--- src/rtl/cam_pkg.sv ---
`default_nettype none
// ============================================================================
//  Module      : cam_pkg
//  Description : Shared encodings for the camera stream generator:
//                pattern_sel codes, RGB444 byte packing, FSM states.
//  Revision    : 1.0  initial release
// ============================================================================
package cam_pkg;

    // pattern_sel encodings
    localparam logic [1:0] c_PAT_SOLID = 2'd0;
    localparam logic [1:0] c_PAT_BARS  = 2'd1;
    localparam logic [1:0] c_PAT_GRAD  = 2'd2;
    localparam logic [1:0] c_PAT_CHECK = 2'd3;

    // RGB444 nibble constants
    localparam logic [3:0] c_NIB_ZERO = 4'h0;
    localparam logic [3:0] c_NIB_FULL = 4'hF;

    // FSM state encodings
    localparam logic [0:0] c_ST_IDLE = 1'b0;
    localparam logic [0:0] c_ST_RUN  = 1'b1;

    typedef struct packed {
        logic [3:0] r;
        logic [3:0] g;
        logic [3:0] b;
    } rgb444_t;

    // First byte of a pixel carries R in the low nibble, second byte carries {G,B}
    function automatic logic [7:0] pack_byte(input rgb444_t rgb, input logic odd);
        return odd ? {rgb.g, rgb.b} : {c_NIB_ZERO, rgb.r};
    endfunction

endpackage
`default_nettype wire

--- src/rtl/cam_pattern_rgb.sv ---
`default_nettype none
// ============================================================================
//  Module      : cam_pattern_rgb
//  Description : Combinational test-pattern generator: pixel x, line y and
//                frame number to an RGB444 colour for the selected pattern.
//  Revision    : 1.0  initial release
// ============================================================================
module cam_pattern_rgb
    import cam_pkg::*;
#(
    parameter int IMG_W = 160
) (
    input  logic [15:0] x,
    input  logic [3:0]  y,
    input  logic [3:0]  frame,
    input  logic [1:0]  sel,
    input  logic [11:0] solid_color,
    output rgb444_t     rgb
);

    // Eight equal-width bars across the active line
    logic [2:0] w_k;
    assign w_k = 3'((32'(x) << 3) / 32'(IMG_W));

    // Colour selection per pattern
    always_comb begin
        rgb = '0;
        case (sel)
            c_PAT_SOLID: rgb = solid_color;
            c_PAT_BARS: begin
                rgb.r = w_k[2] ? c_NIB_FULL : c_NIB_ZERO;
                rgb.g = w_k[1] ? c_NIB_FULL : c_NIB_ZERO;
                rgb.b = w_k[0] ? c_NIB_FULL : c_NIB_ZERO;
            end
            c_PAT_GRAD:  rgb = {x[3:0], y, frame};
            c_PAT_CHECK: rgb = (x[3] ^ y[3]) ? 12'hFFF : 12'h000;
            default:     rgb = '0;
        endcase
    end

endmodule
`default_nettype wire

--- src/rtl/cam_stream_gen.sv ---
`default_nettype none
// ============================================================================
//  Module      : cam_stream_gen
//  Description : OV7670-style camera transmitter (pclk/vsync/href/8-bit data,
//                two bytes per RGB444 pixel) for board bring-up.
//                Optional macro CAM_GEN_FRAME_CNT_EN adds the 16-bit
//                frame_cnt output counting completed frames.
//  Revision    : 1.0  initial release
// ============================================================================
module cam_stream_gen
    import cam_pkg::*;
#(
    parameter int IMG_W      = 160,
    parameter int IMG_H      = 120,
    parameter int BLANK_COL  = 4,
    parameter int BLANK_ROW  = 4,
    parameter int VSYNC_ROWS = 2,
    parameter int PCLK_DIV   = 4
) (
    input  logic        clk,
    input  logic        rst,
    input  logic        enable,
    input  logic [1:0]  pattern_sel,
    input  logic [11:0] solid_color,
    output logic        CAM_pclk,
    output logic        CAM_vsync,
    output logic        CAM_href,
    output logic [7:0]  CAM_px_data,
    output logic        frame_done,
    output logic        busy
`ifdef CAM_GEN_FRAME_CNT_EN
    ,
    output logic [15:0] frame_cnt
`endif
);

    localparam int c_COLS  = 2 * IMG_W + BLANK_COL;
    localparam int c_ROWS  = BLANK_ROW + IMG_H;
    localparam int c_COL_W = $clog2(c_COLS);
    localparam int c_ROW_W = $clog2(c_ROWS);
    localparam int c_DIV_W = $clog2(PCLK_DIV);

    localparam logic [c_COL_W-1:0] c_COL_MAX       = c_COL_W'(c_COLS - 1);
    localparam logic [c_COL_W-1:0] c_COL_ACTIVE    = c_COL_W'(2 * IMG_W);
    localparam logic [c_COL_W-1:0] c_COL_LAST_BYTE = c_COL_W'(2 * IMG_W - 1);
    localparam logic [c_ROW_W-1:0] c_ROW_MAX       = c_ROW_W'(c_ROWS - 1);
    localparam logic [c_ROW_W-1:0] c_ROW_BLANK     = c_ROW_W'(BLANK_ROW);
    localparam logic [c_ROW_W-1:0] c_ROW_VS        = c_ROW_W'(VSYNC_ROWS);
    localparam logic [c_DIV_W-1:0] c_DIV_MAX       = c_DIV_W'(PCLK_DIV - 1);
    localparam logic [c_DIV_W-1:0] c_DIV_HALF      = c_DIV_W'(PCLK_DIV / 2);

    logic [c_DIV_W-1:0] r_div;
    logic [0:0]         r_state;
    logic [c_COL_W-1:0] r_col;
    logic [c_ROW_W-1:0] r_row;
    logic [1:0]         r_sel;
    logic [11:0]        r_solid;
    logic [3:0]         r_frame;

    logic [c_DIV_W-1:0] w_div_nxt;
    logic               w_fall;
    logic               w_col_last;
    logic               w_row_last;
    logic [c_COL_W-1:0] w_ncol;
    logic [c_ROW_W-1:0] w_nrow;
    logic [c_COL_W-1:0] w_pcol;
    logic [c_ROW_W-1:0] w_prow;
    logic               w_wrap;
    logic               w_stop;
    logic               w_emit;
    logic               w_frame_start;
    logic               w_done_set;
    logic               w_vsync;
    logic               w_href;
    logic [15:0]        w_x;
    logic [3:0]         w_y;
    rgb444_t            w_rgb;
    logic [7:0]         w_byte;

    // pclk phase: the last clk of a period is the one whose edge drops pclk
    assign w_div_nxt = (r_div == c_DIV_MAX) ? '0 : r_div + c_DIV_W'(1);
    assign w_fall    = (r_div == c_DIV_MAX);

    // Next raster position while running; a new frame starts at (0,0) from IDLE
    assign w_col_last = (r_col == c_COL_MAX);
    assign w_row_last = (r_row == c_ROW_MAX);
    assign w_ncol     = w_col_last ? '0 : r_col + c_COL_W'(1);
    assign w_nrow     = w_col_last ? (w_row_last ? '0 : r_row + c_ROW_W'(1)) : r_row;
    assign w_pcol     = (r_state == c_ST_IDLE) ? '0 : w_ncol;
    assign w_prow     = (r_state == c_ST_IDLE) ? '0 : w_nrow;

    assign w_wrap = (r_state == c_ST_RUN) && w_col_last && w_row_last;
    assign w_stop = w_wrap && !enable;
    assign w_emit = w_fall && (((r_state == c_ST_IDLE) && enable) ||
                               ((r_state == c_ST_RUN) && !w_stop));

    assign w_frame_start = (w_pcol == '0) && (w_prow == '0);
    assign w_done_set    = w_emit && (r_state == c_ST_RUN) &&
                           (w_prow == c_ROW_MAX) && (w_pcol == c_COL_LAST_BYTE);

    // Sync levels and pixel coordinates for the position about to be emitted
    assign w_vsync = (w_prow < c_ROW_VS);
    assign w_href  = (w_prow >= c_ROW_BLANK) && (w_pcol < c_COL_ACTIVE);
    assign w_x     = 16'(w_pcol >> 1);
    assign w_y     = 4'(w_prow - c_ROW_BLANK);
    assign w_byte  = pack_byte(w_rgb, w_pcol[0]);
    assign busy    = (r_state == c_ST_RUN);

    cam_pattern_rgb #(
        .IMG_W (IMG_W)
    ) u_pattern (
        .x           (w_x),
        .y           (w_y),
        .frame       (r_frame),
        .sel         (r_sel),
        .solid_color (r_solid),
        .rgb         (w_rgb)
    );

    // Free-running pclk divider: low for the first half period, high for the second
    always_ff @(posedge clk or posedge rst) begin
        if (rst) begin
            r_div    <= '0;
            CAM_pclk <= 1'b0;
        end else begin
            r_div    <= w_div_nxt;
            CAM_pclk <= (w_div_nxt >= c_DIV_HALF);
        end
    end

    // Frame state and raster position, stepped once per pclk on its falling edge
    always_ff @(posedge clk or posedge rst) begin
        if (rst) begin
            r_state <= c_ST_IDLE;
            r_col   <= '0;
            r_row   <= '0;
        end else if (w_emit) begin
            r_state <= c_ST_RUN;
            r_col   <= w_pcol;
            r_row   <= w_prow;
        end else if (w_fall && w_stop) begin
            r_state <= c_ST_IDLE;
            r_col   <= '0;
            r_row   <= '0;
        end
    end

    // Pattern settings are captured as the first position of a frame goes out
    always_ff @(posedge clk or posedge rst) begin
        if (rst) begin
            r_sel   <= c_PAT_SOLID;
            r_solid <= '0;
        end else if (w_emit && w_frame_start) begin
            r_sel   <= pattern_sel;
            r_solid <= solid_color;
        end
    end

    // Frame number used by the gradient pattern, steps at every frame wrap
    always_ff @(posedge clk or posedge rst) begin
        if (rst) begin
            r_frame <= '0;
        end else if (w_fall && w_wrap) begin
            r_frame <= r_frame + 4'd1;
        end
    end

    // Camera bus outputs, all updated on the clk edge that drops pclk
    always_ff @(posedge clk or posedge rst) begin
        if (rst) begin
            CAM_vsync   <= 1'b0;
            CAM_href    <= 1'b0;
            CAM_px_data <= 8'h00;
            frame_done  <= 1'b0;
        end else begin
            frame_done <= w_done_set;
            if (w_emit) begin
                CAM_vsync   <= w_vsync;
                CAM_href    <= w_href;
                CAM_px_data <= w_href ? w_byte : 8'h00;
            end else if (w_fall && w_stop) begin
                CAM_vsync   <= 1'b0;
                CAM_href    <= 1'b0;
                CAM_px_data <= 8'h00;
            end
        end
    end

`ifdef CAM_GEN_FRAME_CNT_EN
    // Completed-frame count, stepping together with frame_done
    always_ff @(posedge clk or posedge rst) begin
        if (rst) begin
            frame_cnt <= '0;
        end else if (w_done_set) begin
            frame_cnt <= frame_cnt + 16'd1;
        end
    end
`endif

endmodule
`default_nettype wire

--- config.mk ---
export PLATFORM = sky130hd
export DESIGN_NAME = cam_stream_gen
export DESIGN_NICKNAME = d
export VERILOG_FILES = /design/src/rtl/cam_pkg.sv /design/src/rtl/cam_pattern_rgb.sv /design/src/rtl/cam_stream_gen.sv
export SDC_FILE = /design/constraint.sdc
export NUM_CORES = 1
export LEC_CHECK = 0
export ABC_AREA = 1
export CORE_MARGIN = 3
export CORE_UTILIZATION = 62
export DETAILED_ROUTE_END_ITERATION = 7
export GPL_TIMING_DRIVEN = 0
export PLACE_DENSITY_LB_ADDON = 0.3
export SLEW_MARGIN = 20
export SYNTH_ARGS = -nofsm -noshare
export SYNTH_HDL_FRONTEND = slang
export SYNTH_SLANG_ARGS = --single-unit
--- constraint.sdc ---
create_clock -name clk -period 7.8 [get_ports clk]
set_clock_uncertainty 0.05 [all_clocks]
set_input_delay 2.34 -clock clk [delete_from_list [all_inputs] [get_ports clk]]
set_output_delay 2.34 -clock clk [all_outputs]
set_load 0.02 [all_outputs]
---- Word level (Yosys, flattened, before mapping) ----
Cells that the tools add are included.
cells by class
  add/sub/neg operators ................... 5
  multipliers ............................. 0
  div/mod/pow operators ................... 1
  magnitude comparators ................... 4
  eq/ne operators ......................... 8
  shift operators ......................... 0
  muxes and demuxes ....................... 23
  bitwise logic cells ..................... 2
  reductions and logical operators ........ 21
operator list
  cell                                                                    count
  12-bit case mux with 4 select lines                                     1
  9-bit 2-to-1 mux                                                        4
  7-bit 2-to-1 mux                                                        5
  11-bit by 8-bit divider with 32-bit output (second input constant)      1
  8-bit 2-to-1 mux                                                        4
  9-bit == test (second input constant)                                   2
  7-bit == test (second input constant)                                   2
  1-bit logical AND                                                       14
  12-bit 2-to-1 mux                                                       1
  4-bit 2-to-1 mux                                                        3
  9-bit by 1-bit adder with 9-bit output (second input constant)          1
  9-bit logical NOT                                                       1
  9-bit < comparator (second input constant)                              1
  7-bit by 1-bit adder with 7-bit output (second input constant)          1
  7-bit by 3-bit >= comparator with 1-bit output (second input constant)  1
  7-bit logical NOT                                                       1
  7-bit by 2-bit < comparator with 1-bit output (second input constant)   1
  2-bit == test (second input constant)                                   3
  4-bit by 1-bit adder with 4-bit output (second input constant)          1
  1-bit 2-to-1 mux                                                        4
  4-bit by 3-bit subtractor with 4-bit output (second input constant)     1
  2-bit by 1-bit adder with 2-bit output (second input constant)          1
  2-bit by 1-bit == test with 1-bit output (second input constant)        1
  2-bit >= comparator (second input constant)                             1
  7 further kinds                                                         8
storage, ports and cells
  bits in registers ....................... 49
  bits in latches ......................... 0
  bits in writable memories ............... 0
  ROM bits ................................ 0
  input port bits ......................... 17
  output and inout bits ................... 13
  logic and storage cells ................. 76
  memories kept ........................... 0

---- Longest topological paths before layout ----
Gate-level depths: netlist of run 1.
  depth in word-level cells ............... 11
  mapped depth ............................ 29
  mapped depth without buffers ............ 29

---- By module ----
A second synthesis of run 1 with hierarchy kept.
unflattened totals
  cells, all modules ...................... 578
  area, all modules ....................... 3,837.4 um2
modules (own cells, without submodules)
  module           instances  cells an instance  area an instance (um2)  sequential area each (um2)
  cam_stream_gen   1          351                2,707.6                 1,201.2
  cam_pattern_rgb  1          227                1,129.8                 0.0

---- Worst setup path after synthesis of run 1 ----
OpenSTA, ideal clock, no wires.
  path type ............................... in2reg
  from .................................... input enable
  to ...................................... register r_solid[10]
  setup time .............................. 0.125 ns
  data arrival time ....................... 3.348 ns
  required time ........................... 7.625 ns
  path slack .............................. 4.277 ns
  stages on the path ...................... 7
  buffers on the path ..................... 1
  cell sequence ........................... o21ai_0 -> inv_1 -> nand2_1 -> nor2_1 -> nand3_1 -> buf_2 -> mux2_2
on the way
  cells in the longest elaborated chain, start to end .. 7
  elaborated cells on any way between the ends .. 8
  those cells by class .................... reduce/logical: 8
ends and longest elaborated chain
  element               line                   text
  from (decl)           cam_stream_gen.sv:22   input logic enable,
  1-bit logical NOT     cam_stream_gen.sv:93   assign w_stop = w_wrap && !enable;
  1-bit logical AND     cam_stream_gen.sv:93
  1-bit logical NOT     cam_stream_gen.sv:95   ((r_state == c_ST_RUN) && !w_stop));
  1-bit logical AND     cam_stream_gen.sv:95
  1-bit logical OR *    cam_stream_gen.sv:94   assign w_emit = w_fall && (((r_state == c_ST_IDLE) && enable) ||
  1-bit logical AND *   cam_stream_gen.sv:94
  1-bit logical AND *   cam_stream_gen.sv:153  end else if (w_emit && w_frame_start) begin
  to (signal assigned)  cam_stream_gen.sv:155  r_solid <= solid_color;
  to (decl)             cam_stream_gen.sv:57   logic [11:0] r_solid;
Every way passes the cells marked *; elsewhere a longest branch is shown, timed or not.
A chain may end at the register's enable or synchronous reset.

---- Worst setup path in the final report of run 1 ----
  from .................................... input enable
  to ...................................... register r_solid[9]
Same word-level chain as after synthesis.

==> results of run 1 <==
[metrics by stage]
| step | power (mW) | hold slack, ns |
|---|---|---|
| 6_report | 0.407 | 0.382 |
| 4_1_cts | 0.411 | 0.386 |
| 3_3_place_gp | 0.267 | 0.362 |
| 2_1_floorplan | 0.257 | 0.351 |
| 3_5_place_dp | 0.268 | 0.375 |
| 5_1_grt | 0.423 | 0.415 |
[logic make-up after synthesis]
kind of cell               share of synthesized area
and+or+nand+nor                                0.338
AOI/OAI and AO/OA                              0.113
buffers and inverters                         0.0734
DFF                                            0.394
muxes                                         0.0332
xor gates and xnor gates                      0.0201
adders and majority gates                     0.0287
[cell usage after synthesis (2+ instances only)]
cell,number,area (µm²)
nand2_1,97,364
nor2_1,52,195
dfrtp_1,48,1200
inv_1,45,169
nand3_1,19,95.1
a21oi_1,18,90.1
o21ai_0,15,75.1
nand4_1,14,87.6
o22ai_1,13,81.3
mux2_2,9,101
nand3_2,8,80.1
ha_1,7,87.6
nand2_2,7,43.8
o31ai_1,7,52.6
inv_2,6,22.5
nor2_2,5,31.3
nor3_1,5,25.0
clkbuf_1,4,15.0
nor2_4,4,45.0
xor2_1,4,35.0
xnor2_1,3,26.3
buf_2,2,10.0
clkinv_1,2,7.51
nand2_4,2,22.5
o211ai_1,2,15.0
[power by group through the flow]
| stage | registers [mW] | logic (mW) | clock network (mW) |
|---|---|---|---|
| after detailed placement | 0.254 | 0.0147 | 0 |
| after global routing | 0.249 | 0.0158 | 0.158 |
| after floorplan | 0.254 | 0.00371 | 0 |
| final | 0.249 | 0.0144 | 0.144 |
| after CTS | 0.249 | 0.0147 | 0.147 |
| after global placement | 0.254 | 0.0129 | 0 |
[placed cells by master (no fill, tap or decap), types with 3 or more instances in the layout]
cell type        count
clkbuf_1             4
nand3_1             19
xor2_1               4
nor2_1              52
inv_1               44
a21oi_1             18
o22ai_1             13
nand3_2              8
ha_1                 7
o21ai_0             15
nand2_2              7
o31ai_1              7
nor2_2               5
nand2_1             97
clkdlybuf4s50_1     29
nand4_1             14
inv_2                7
dfrtp_1             48
mux2_2               9
clkbuf_8             5
xnor2_1              3
nor3_1               5
nor2_4               4
[routing by layer]
layer,wire [µm],up-vias,part of all wire,global-route usage
met5,0,-,0,0
li1,-,1408,-,-
met2,3470,125,0.47,0.426
met4,140,0,0.019,0.0906
met3,443,18,0.060,0.0402
met1,3280,1330,0.45,0.358
[path summary, 6_finish.rpt]
kind | start | end | slack, ns | cells after the start
hold / removal | r_div[0] | r_div[0] | 0.38 | 1
setup / recovery | enable | r_solid[9] | 3.97 | 8
hold reg to reg | r_div[0] | r_div[0] | 0.38 | 1
min in group asynchronous | rst | r_solid[10] | 2.32 | 2
max in group asynchronous | rst | r_col[1] | 4.88 | 3
setup reg to reg | r_col[1] | CAM_px_data[1] | 4.25 | 27
[cell type report]
class | count | area (µm²)
Buffer | 6 | 25.0
Clock buffer | 5 | 68.8
Sequential cell | 48 | 1200
Fill cell | 347 | 1040
Inverter | 53 | 199
Timing Repair Buffer | 30 | 310
Tap cell | 65 | 81.3
Clock inverter | 2 | 12.5
Multi-Input combinational cell | 299 | 1630
[flip-flops by register name, indices dropped and copies added, names as in the netlist]
register and cells:
r_col 9, r_sel 2, CAM_href 1, frame_done 1
busy 1, r_solid 12, CAM_pclk 1, r_div 1
r_row 7, CAM_vsync 1, CAM_px_data 8, r_frame 4
[critical path, stage by stage]
cell	delay (ns)
clkdlybuf4s50_1	0.43
o21ai_0	0.22
inv_1	0.12
nand2_1	0.10
nor2_1	0.05
nand3_1	0.08
buf_2	0.25
mux2_2	0.37
==> impl_metrics.env, run 1 <==
export IMPL_status="complete, no violations"
export IMPL_final_hold_viol_count=0
export IMPL_maxCapViolations=0
export IMPL_fin_cells=508
export IMPL_setup_tns_ns=0
export IMPL_fin_crit_sh=0.491
export IMPL_die_area_mm2=0.00580
export IMPL_grt_pass1_wl_um=12500
export IMPL_hold_class="reg -> reg"
export IMPL_ios=30
export IMPL_peakVddDrop_v=0.000117
export IMPL_worst_pin_slew_ns=0.562
export IMPL_syn_num_nets=430
export IMPL_cts_setup_buffers=0
export IMPL_cp_start_kind="primary input"
export IMPL_ys_flop_type="dfrtp_1"
export IMPL_coreArea_mm2=0.00456
export IMPL_rsz0062_at_grt="no"
export IMPL_syn_inst=406
export IMPL_ys_seq_area_frac=0.394
export IMPL_place_area_mm2=0.00344
export IMPL_first_pass_iters=6
export IMPL_post_dp_hpwl_um=5620
export IMPL_synth_edf_count=0
export IMPL_antenna_found_initial=0
export IMPL_overflow=0
export IMPL_pre_cts_ws_ns=3.66
export IMPL_final_antenna_net_count=0
export IMPL_clk_latency_ns=0.30
export IMPL_path_max_fanout=10
export IMPL_area_growth_syn_to_layout_pct=15.5
export IMPL_setup_viol=0
export IMPL_post_route_util=0.772
export IMPL_design_area_mm2=0.00352
export IMPL_period_minus_slack_ns=3.83
export IMPL_rows=24
export IMPL_cp_arrival_ns=3.97
export IMPL_die_y_um=76.1
export IMPL_critical_path_required_ns=7.94
export IMPL_fin_ws_ns=3.97
export IMPL_dr_first_iter_drc_count=303
export IMPL_synth_area_per_cell_um2=7.51
export IMPL_p_clk_frac=0.355
export IMPL_clockBufferDepth=2
export IMPL_ys_seq_elements=48
export IMPL_vias_per_cell=5.67
export IMPL_syn_area_mm2=0.00305
export IMPL_grt_max_degree=27
export IMPL_p_seq_frac=0.610
export IMPL_place_congestion=1.01
export IMPL_p_int_uw=317
export IMPL_holdBufCountCts=0
export IMPL_grt_pass1_vias=2734
export IMPL_end_kind="register"
export IMPL_cts_tree="done"
export IMPL_cts_buffers=5
export IMPL_die_w_um=76.1
export IMPL_fin_nets=467
export IMPL_wl_um=7330
export IMPL_remaining_drc_errors=0
export IMPL_ys_types=33
export IMPL_fmax_ghz=0.261
export IMPL_drv_slew=0
export IMPL_clkSlewWorstSetupHoldPaths_ns=0.08
export IMPL_cts_max_level=2
export IMPL_placedCellCount=501
export IMPL_clockRootBuffer="clkbuf_8"
export IMPL_ys_async_sr_fraction=1.00
export IMPL_power_switching_uw=89.9
export IMPL_n_antenna_cell=0
export IMPL_grt_usage=0.262
export IMPL_post_cts_resized=0
export IMPL_portBuffers=29
export IMPL_yosysWarnings=0
export IMPL_slew_limit_headroom=0.622
export IMPL_power_density_mw_per_mm2=116
export IMPL_start_util=0.668
export IMPL_drive_above_1_share=0.126
export IMPL_clock_sinks=48
export IMPL_wire_per_inst_um=14.4
export IMPL_leakagePower_nw=1.77
export IMPL_pwr_share_comb=0.035
export IMPL_crit_type="in -> reg"
export IMPL_detailroute_via_count=2881
export IMPL_sw_frac_of_total=0.221
Note: power is estimated with default switching activity, not from simulation.
==> run 2, diff against run 1 <==
--- a/config.mk
+++ b/config.mk
@@ -7,7 +7,7 @@
 export LEC_CHECK = 0
 export ABC_AREA = 1
 export CORE_MARGIN = 3
-export CORE_UTILIZATION = 62
+export CORE_UTILIZATION = 57
 export DETAILED_ROUTE_END_ITERATION = 7
 export GPL_TIMING_DRIVEN = 0
 export PLACE_DENSITY_LB_ADDON = 0.3
==> constraint.sdc (replaced) <==
create_clock -name clk -period 3.6 [get_ports clk]
set_clock_uncertainty 0.05 [all_clocks]
set_input_delay 1.08 -clock clk [delete_from_list [all_inputs] [get_ports clk]]
set_output_delay 1.08 -clock clk [all_outputs]
set_load 0.02 [all_outputs]
==> run 2 against run 1 <==
Net effect:
- combinational power is 110% higher
- worst hold slack better by 0.0044 ns
- power is 130% higher
- first-iteration DRC count is 8.3% lower
- clock power grew to 2.7 times the previous value
==> impl_metrics.env, run 2 (same netlist as run 1, synthesis figures left out) <==
export IMPL_clkSlewWorstSetupHoldPaths_ns=0.09
export IMPL_die_area_mm2=0.00627
export IMPL_peakVddDrop_v=0.000200
export IMPL_grt_max_degree=28
export IMPL_period_minus_slack_ns=3.41
export IMPL_cts_tree="done"
export IMPL_critical_path_required_ns=3.75
export IMPL_remaining_drc_errors=0
export IMPL_portBuffers=29
export IMPL_largest_register_ffs=12
export IMPL_cts_max_level=2
export IMPL_clockRootBuffer="clkbuf_8"
export IMPL_grt_usage=0.255
export IMPL_clk_latency_ns=0.31
export IMPL_start_util=0.617
export IMPL_place_area_mm2=0.00344
export IMPL_antenna_found_initial=0
export IMPL_post_dp_hpwl_um=5600
export IMPL_worst_pin_slew_ns=0.563
export IMPL_leakagePower_nw=1.83
export IMPL_path_buf_inv=3
export IMPL_critical_path_most_common_cell="nand2_1"
export IMPL_fin_crit_sh=0.947
export IMPL_clock_sinks=48
export IMPL_cp_arrival_ns=3.56
export IMPL_layout_cells_most_common="nand2_1"
export IMPL_overflow=0
export IMPL_end_kind="register"
export IMPL_hold_class="reg -> reg"
export IMPL_largest_register="r_solid"
export IMPL_design_area_mm2=0.00364
export IMPL_dr_first_iter_drc_count=278
export IMPL_rows=25
export IMPL_die_y_um=79.2
export IMPL_slew_limit_headroom=0.621
export IMPL_status="complete, no violations"
export IMPL_detailroute_via_count=2921
export IMPL_clockBufferDepth=2
export IMPL_cp_start_kind="register"
export IMPL_final_antenna_net_count=0
export IMPL_power_density_mw_per_mm2=262
export IMPL_n_antenna_cell=0
export IMPL_coreArea_mm2=0.00494
export IMPL_final_hold_viol_count=0
export IMPL_fmax_ghz=0.293
export IMPL_holdWs_ns=0.387
export IMPL_wl_um=7560
export IMPL_maxCapViolations=0
export IMPL_wire_per_inst_um=14.7
export IMPL_path_max_fanout=6
export IMPL_die_w_um=79.2
export IMPL_holdBufCountCts=0
export IMPL_cp_top_family="simple AND/OR/NAND/NOR gates"
export IMPL_drv_slew=0
export IMPL_cp_slowest_cell="dfrtp_1"
export IMPL_ios=30
export IMPL_fin_cells=515
export IMPL_slowest_delay_ns=0.43
export IMPL_placedCellCount=503
export IMPL_first_pass_iters=5
export IMPL_drive_above_1_share=0.150
export IMPL_grt_pass1_vias=2694
export IMPL_cts_buffers=5
export IMPL_area_growth_syn_to_layout_pct=19.5
export IMPL_fin_ws_ns=0.190
export IMPL_post_route_util=0.737
export IMPL_crit_type="reg -> reg"
export IMPL_fin_nets=471
export IMPL_setup_viol=0
export IMPL_place_congestion=0.970
export IMPL_vias_per_cell=5.67
export IMPL_grt_pass1_wl_um=12700
export IMPL_pre_cts_ws_ns=0.154
export IMPL_top_regs="r_solid x12, r_col x9, CAM_px_data x8"
export IMPL_mostFrequentLayoutCells="97 x nand2_1, 50 x nor2_1, 48 x dfrtp_1"
-- run 2: where the power goes --
part / leakage [nW] / switching [mW] / total [mW] / internal, mW
combinational: 1.21 / 0.0132 / 0.0305 / 0.0174
clock: 0.0552 / 0.180 / 0.387 / 0.206
sequential: 0.562 / 0 / 0.539 / 0.539
total: 1.83 / 0.193 / 0.956 / 0.762
-- run 2: metal layers --
layer,part of all wire,GRT usage
met5,0,0
met4,0.017,0.0722
met3,0.043,0.0374
met2,0.48,0.405
met1,0.46,0.364
-- run 2: final timing paths --
| path | start | to | slack (ns) | depth (start not counted) |
|---|---|---|---|---|
| max in group asynchronous | rst | CAM_href | 1.94 | 3 |
| setup / recovery | r_col[0] | CAM_px_data[0] | 0.19 | 29 |
| hold reg to reg | r_div[0] | r_div[0] | 0.39 | 1 |
| min in group asynchronous | rst | r_sel[0] | 1.06 | 2 |
| setup reg to reg | r_col[0] | CAM_px_data[0] | 0.19 | 29 |
| hold / removal | r_div[0] | r_div[0] | 0.39 | 1 |
-- run 2: per-stage QoR --
stage	setup TNS [ns]	power, mW
final	0	0.956
after global routing	-0.162	0.998
after CTS	0	0.962
after detailed placement	0	0.581
after global placement	0	0.577
after floorplan	0	0.557
-- run 2: timing repair --
action | CTS | global route
endpoints found under the setup margin | 0 | 4
resized for setup | 0 | 13
buffers inserted | 0 | 4
-- run 2: cell type report --
cell class                      instances  area, µm²
Buffer                                  6       25.0
Clock buffer                            6       72.6
Clock inverter                          2       35.0
Fill cell                             390       1300
Inverter                               53        199
Multi-Input combinational cell        299       1690
Sequential cell                        48       1200
Tap cell                               67       83.8
Timing Repair Buffer                   34        340
==> run 3, diff against run 2 <==
--- a/config.mk
+++ b/config.mk
@@ -6,9 +6,12 @@
 export NUM_CORES = 1
 export LEC_CHECK = 0
 export ABC_AREA = 1
+export ABC_CLOCK_PERIOD_IN_PS = 3600
 export CORE_MARGIN = 3
-export CORE_UTILIZATION = 57
+export CORE_UTILIZATION = 62
+export CTS_CLUSTER_DIAMETER = 60
 export DETAILED_ROUTE_END_ITERATION = 7
+export DONT_BUFFER_PORTS = 1
 export GPL_TIMING_DRIVEN = 0
 export PLACE_DENSITY_LB_ADDON = 0.3
 export SLEW_MARGIN = 20
==> run 3 against run 2 <==
Net effect:
- worst setup slack lost 0.13 ns
- worst hold slack lost 0.014 ns
- non-clock buffer count shrank 26
- register-to-register slack lost 0.13 ns
- critical path type unchanged
- highest routed layer unchanged
==> impl_metrics.env, run 3 (same netlist as run 1, synthesis figures left out) <==
export IMPL_n_antenna_cell=0
export IMPL_rrSetupSlack_ns=0.06
export IMPL_antenna_found_initial=0
export IMPL_hold_depth=1
export IMPL_hold_class="reg -> reg"
export IMPL_area_growth_syn_to_layout_pct=10.6
export IMPL_wl_met3_um=720
export IMPL_drv_slew=0
export IMPL_cts_tree="done"
export IMPL_fmax_ghz=0.282
export IMPL_clockRootBuffer="clkbuf_8"
export IMPL_cts_max_level=2
export IMPL_end_kind="register"
export IMPL_die_y_um=76.1
export IMPL_overflow=0
export IMPL_cts_buffers=5
export IMPL_period_minus_slack_ns=3.54
export IMPL_cp_slowest_cell="dfrtp_1"
export IMPL_reg2reg_depth=27
export IMPL_crit_type="reg -> reg"
export IMPL_rows=24
export IMPL_largest_register="r_solid"
export IMPL_power_density_mw_per_mm2=279
export IMPL_vias_per_cell=6.08
export IMPL_clkSlewWorstSetupHoldPaths_ns=0.10
export IMPL_post_dp_hpwl_um=5540
export IMPL_path_max_fanout=6
export IMPL_seqCellArea_mm2=0.00120
export IMPL_met2_length_um=3680
export IMPL_portBuffers=0
export IMPL_multi_input_area_mm2=0.00169
export IMPL_final_antenna_net_count=0
export IMPL_mostFrequentLayoutCells="93 x nand2_1, 50 x nor2_1, 48 x dfrtp_1"
export IMPL_die_w_um=76.1
export IMPL_peakVddDrop_v=0.000262
export IMPL_path_buf_inv=2
export IMPL_cp_num_cells=27
export IMPL_detailroute_via_count=2962
export IMPL_grt_usage=0.259
export IMPL_coreArea_mm2=0.00456
export IMPL_start_util=0.668
export IMPL_clockBufferDepth=2
export IMPL_fillers=350
export IMPL_holdWs_ns=0.372
export IMPL_layout_cells_most_common="nand2_1"
export IMPL_setup_viol=0
export IMPL_cp_top_family="simple AND/OR/NAND/NOR gates"
export IMPL_fin_nets=445
export IMPL_cp_start_kind="register"
export IMPL_place_congestion=0.985
export IMPL_dr_first_iter_drc_count=336
export IMPL_clock_sinks=48
export IMPL_final_hold_viol_count=0
export IMPL_grt_pass1_vias=2642
export IMPL_fin_cells=487
export IMPL_remaining_drc_errors=0
export IMPL_maxCapViolations=0
export IMPL_die_area_mm2=0.00580
export IMPL_fin_crit_sh=0.984
export IMPL_wire_per_inst_um=16.1
export IMPL_critical_path_required_ns=3.75
export IMPL_slowest_delay_ns=0.45
export IMPL_status="complete, no violations"
export IMPL_grt_pass1_wl_um=12400
export IMPL_cp_arrival_ns=3.69
export IMPL_slew_limit_headroom=0.614
export IMPL_ios=30
export IMPL_m1WireLength_um=3220
export IMPL_largest_register_ffs=12
export IMPL_leakagePower_nw=1.71
export IMPL_top_layer_used="met4"
export IMPL_grt_max_degree=26
export IMPL_top_regs="r_solid x12, r_col x9, CAM_px_data x8"
export IMPL_placedCellCount=472
export IMPL_clk_latency_ns=0.31
export IMPL_worst_pin_slew_ns=0.573
export IMPL_first_pass_iters=5
export IMPL_drive_above_1_share=0.173
export IMPL_wl_um=7820
export IMPL_setup_tns_ns=0
export IMPL_critical_path_most_common_cell="nand2_1"
==> run 3: cell count changes in the layout (fill, tap and decap cells not counted), moves of 3 or more <==
cell             delta
nand2_2             +5
buf_4               +3
clkdlybuf4s50_1    -29
nand2_1             -4
==> run 3: metrics by stage <==
stage / total power [mW] / utilization / setup slack (ns) / instance area, µm²
after floorplan: 0.557 / - / 0.678 / 3050
after global placement: 0.560 / 0.686 / 0.292 / 3130
after detailed placement: 0.563 / 0.691 / 0.159 / 3150
after CTS: 0.944 / 0.714 / 0.133 / 3260
after global routing: 0.975 / 0.739 / -0.141 / 3370
final: 0.943 / 0.739 / 0.0565 / 3370
==> run 3: worst reg2reg max path: cells and delay by family, from the launching register on <==
| kind | cells | cell delay, ns |
|---|---|---|
| AO/OA/AOI/OAI | 1 | 0.08 |
| flip-flops | 1 | 0.45 |
| adder cells (fa/ha/maj) | 1 | 0.25 |
| buffers and inverters | 2 | 0.15 |
| AND/OR/NAND/NOR | 23 | 2.44 |
==> run 3: timing repair <==
item,CTS,global route
hold buffers,0,0
setup endpoints to repair,0,4
buffers inserted,0,7
resized for setup,0,15
==> run 3: routing by layer <==
layer	vias up	track usage
li1	1376	-
met1	1362	0.361
met2	196	0.421
met3	28	0.0449
met4	0	0.0670
met5	-	0
==> run 3: cell type report <==
class | instances | share of cell area
plain buffers | 6 | 0.00742
clock buffers | 6 | 0.0215
clock inverters | 2 | 0.0104
inverters | 53 | 0.0590
multi-input cells | 299 | 0.500
flip-flops and latches | 48 | 0.356
well taps | 65 | 0.0241
repair buffers | 8 | 0.0215
==> run 3: power breakdown <==
part / switching (mW) / internal, mW / leakage (nW)
clock: 0.185 / 0.207 / 0.0552
sequential: 0 / 0.539 / 0.562
combinational: 0.0106 / 0.00243 / 1.09
total: 0.196 / 0.748 / 1.71
==> run 3: worst paths after layout <==
path / from / to
setup / recovery: r_col[2] / CAM_px_data[0]
hold / removal: r_div[0] / r_div[0]
setup reg to reg: r_col[2] / CAM_px_data[0]
hold reg to reg: r_div[0] / r_div[0]
max in group asynchronous: rst / frame_done
min in group asynchronous: rst / r_solid[4]
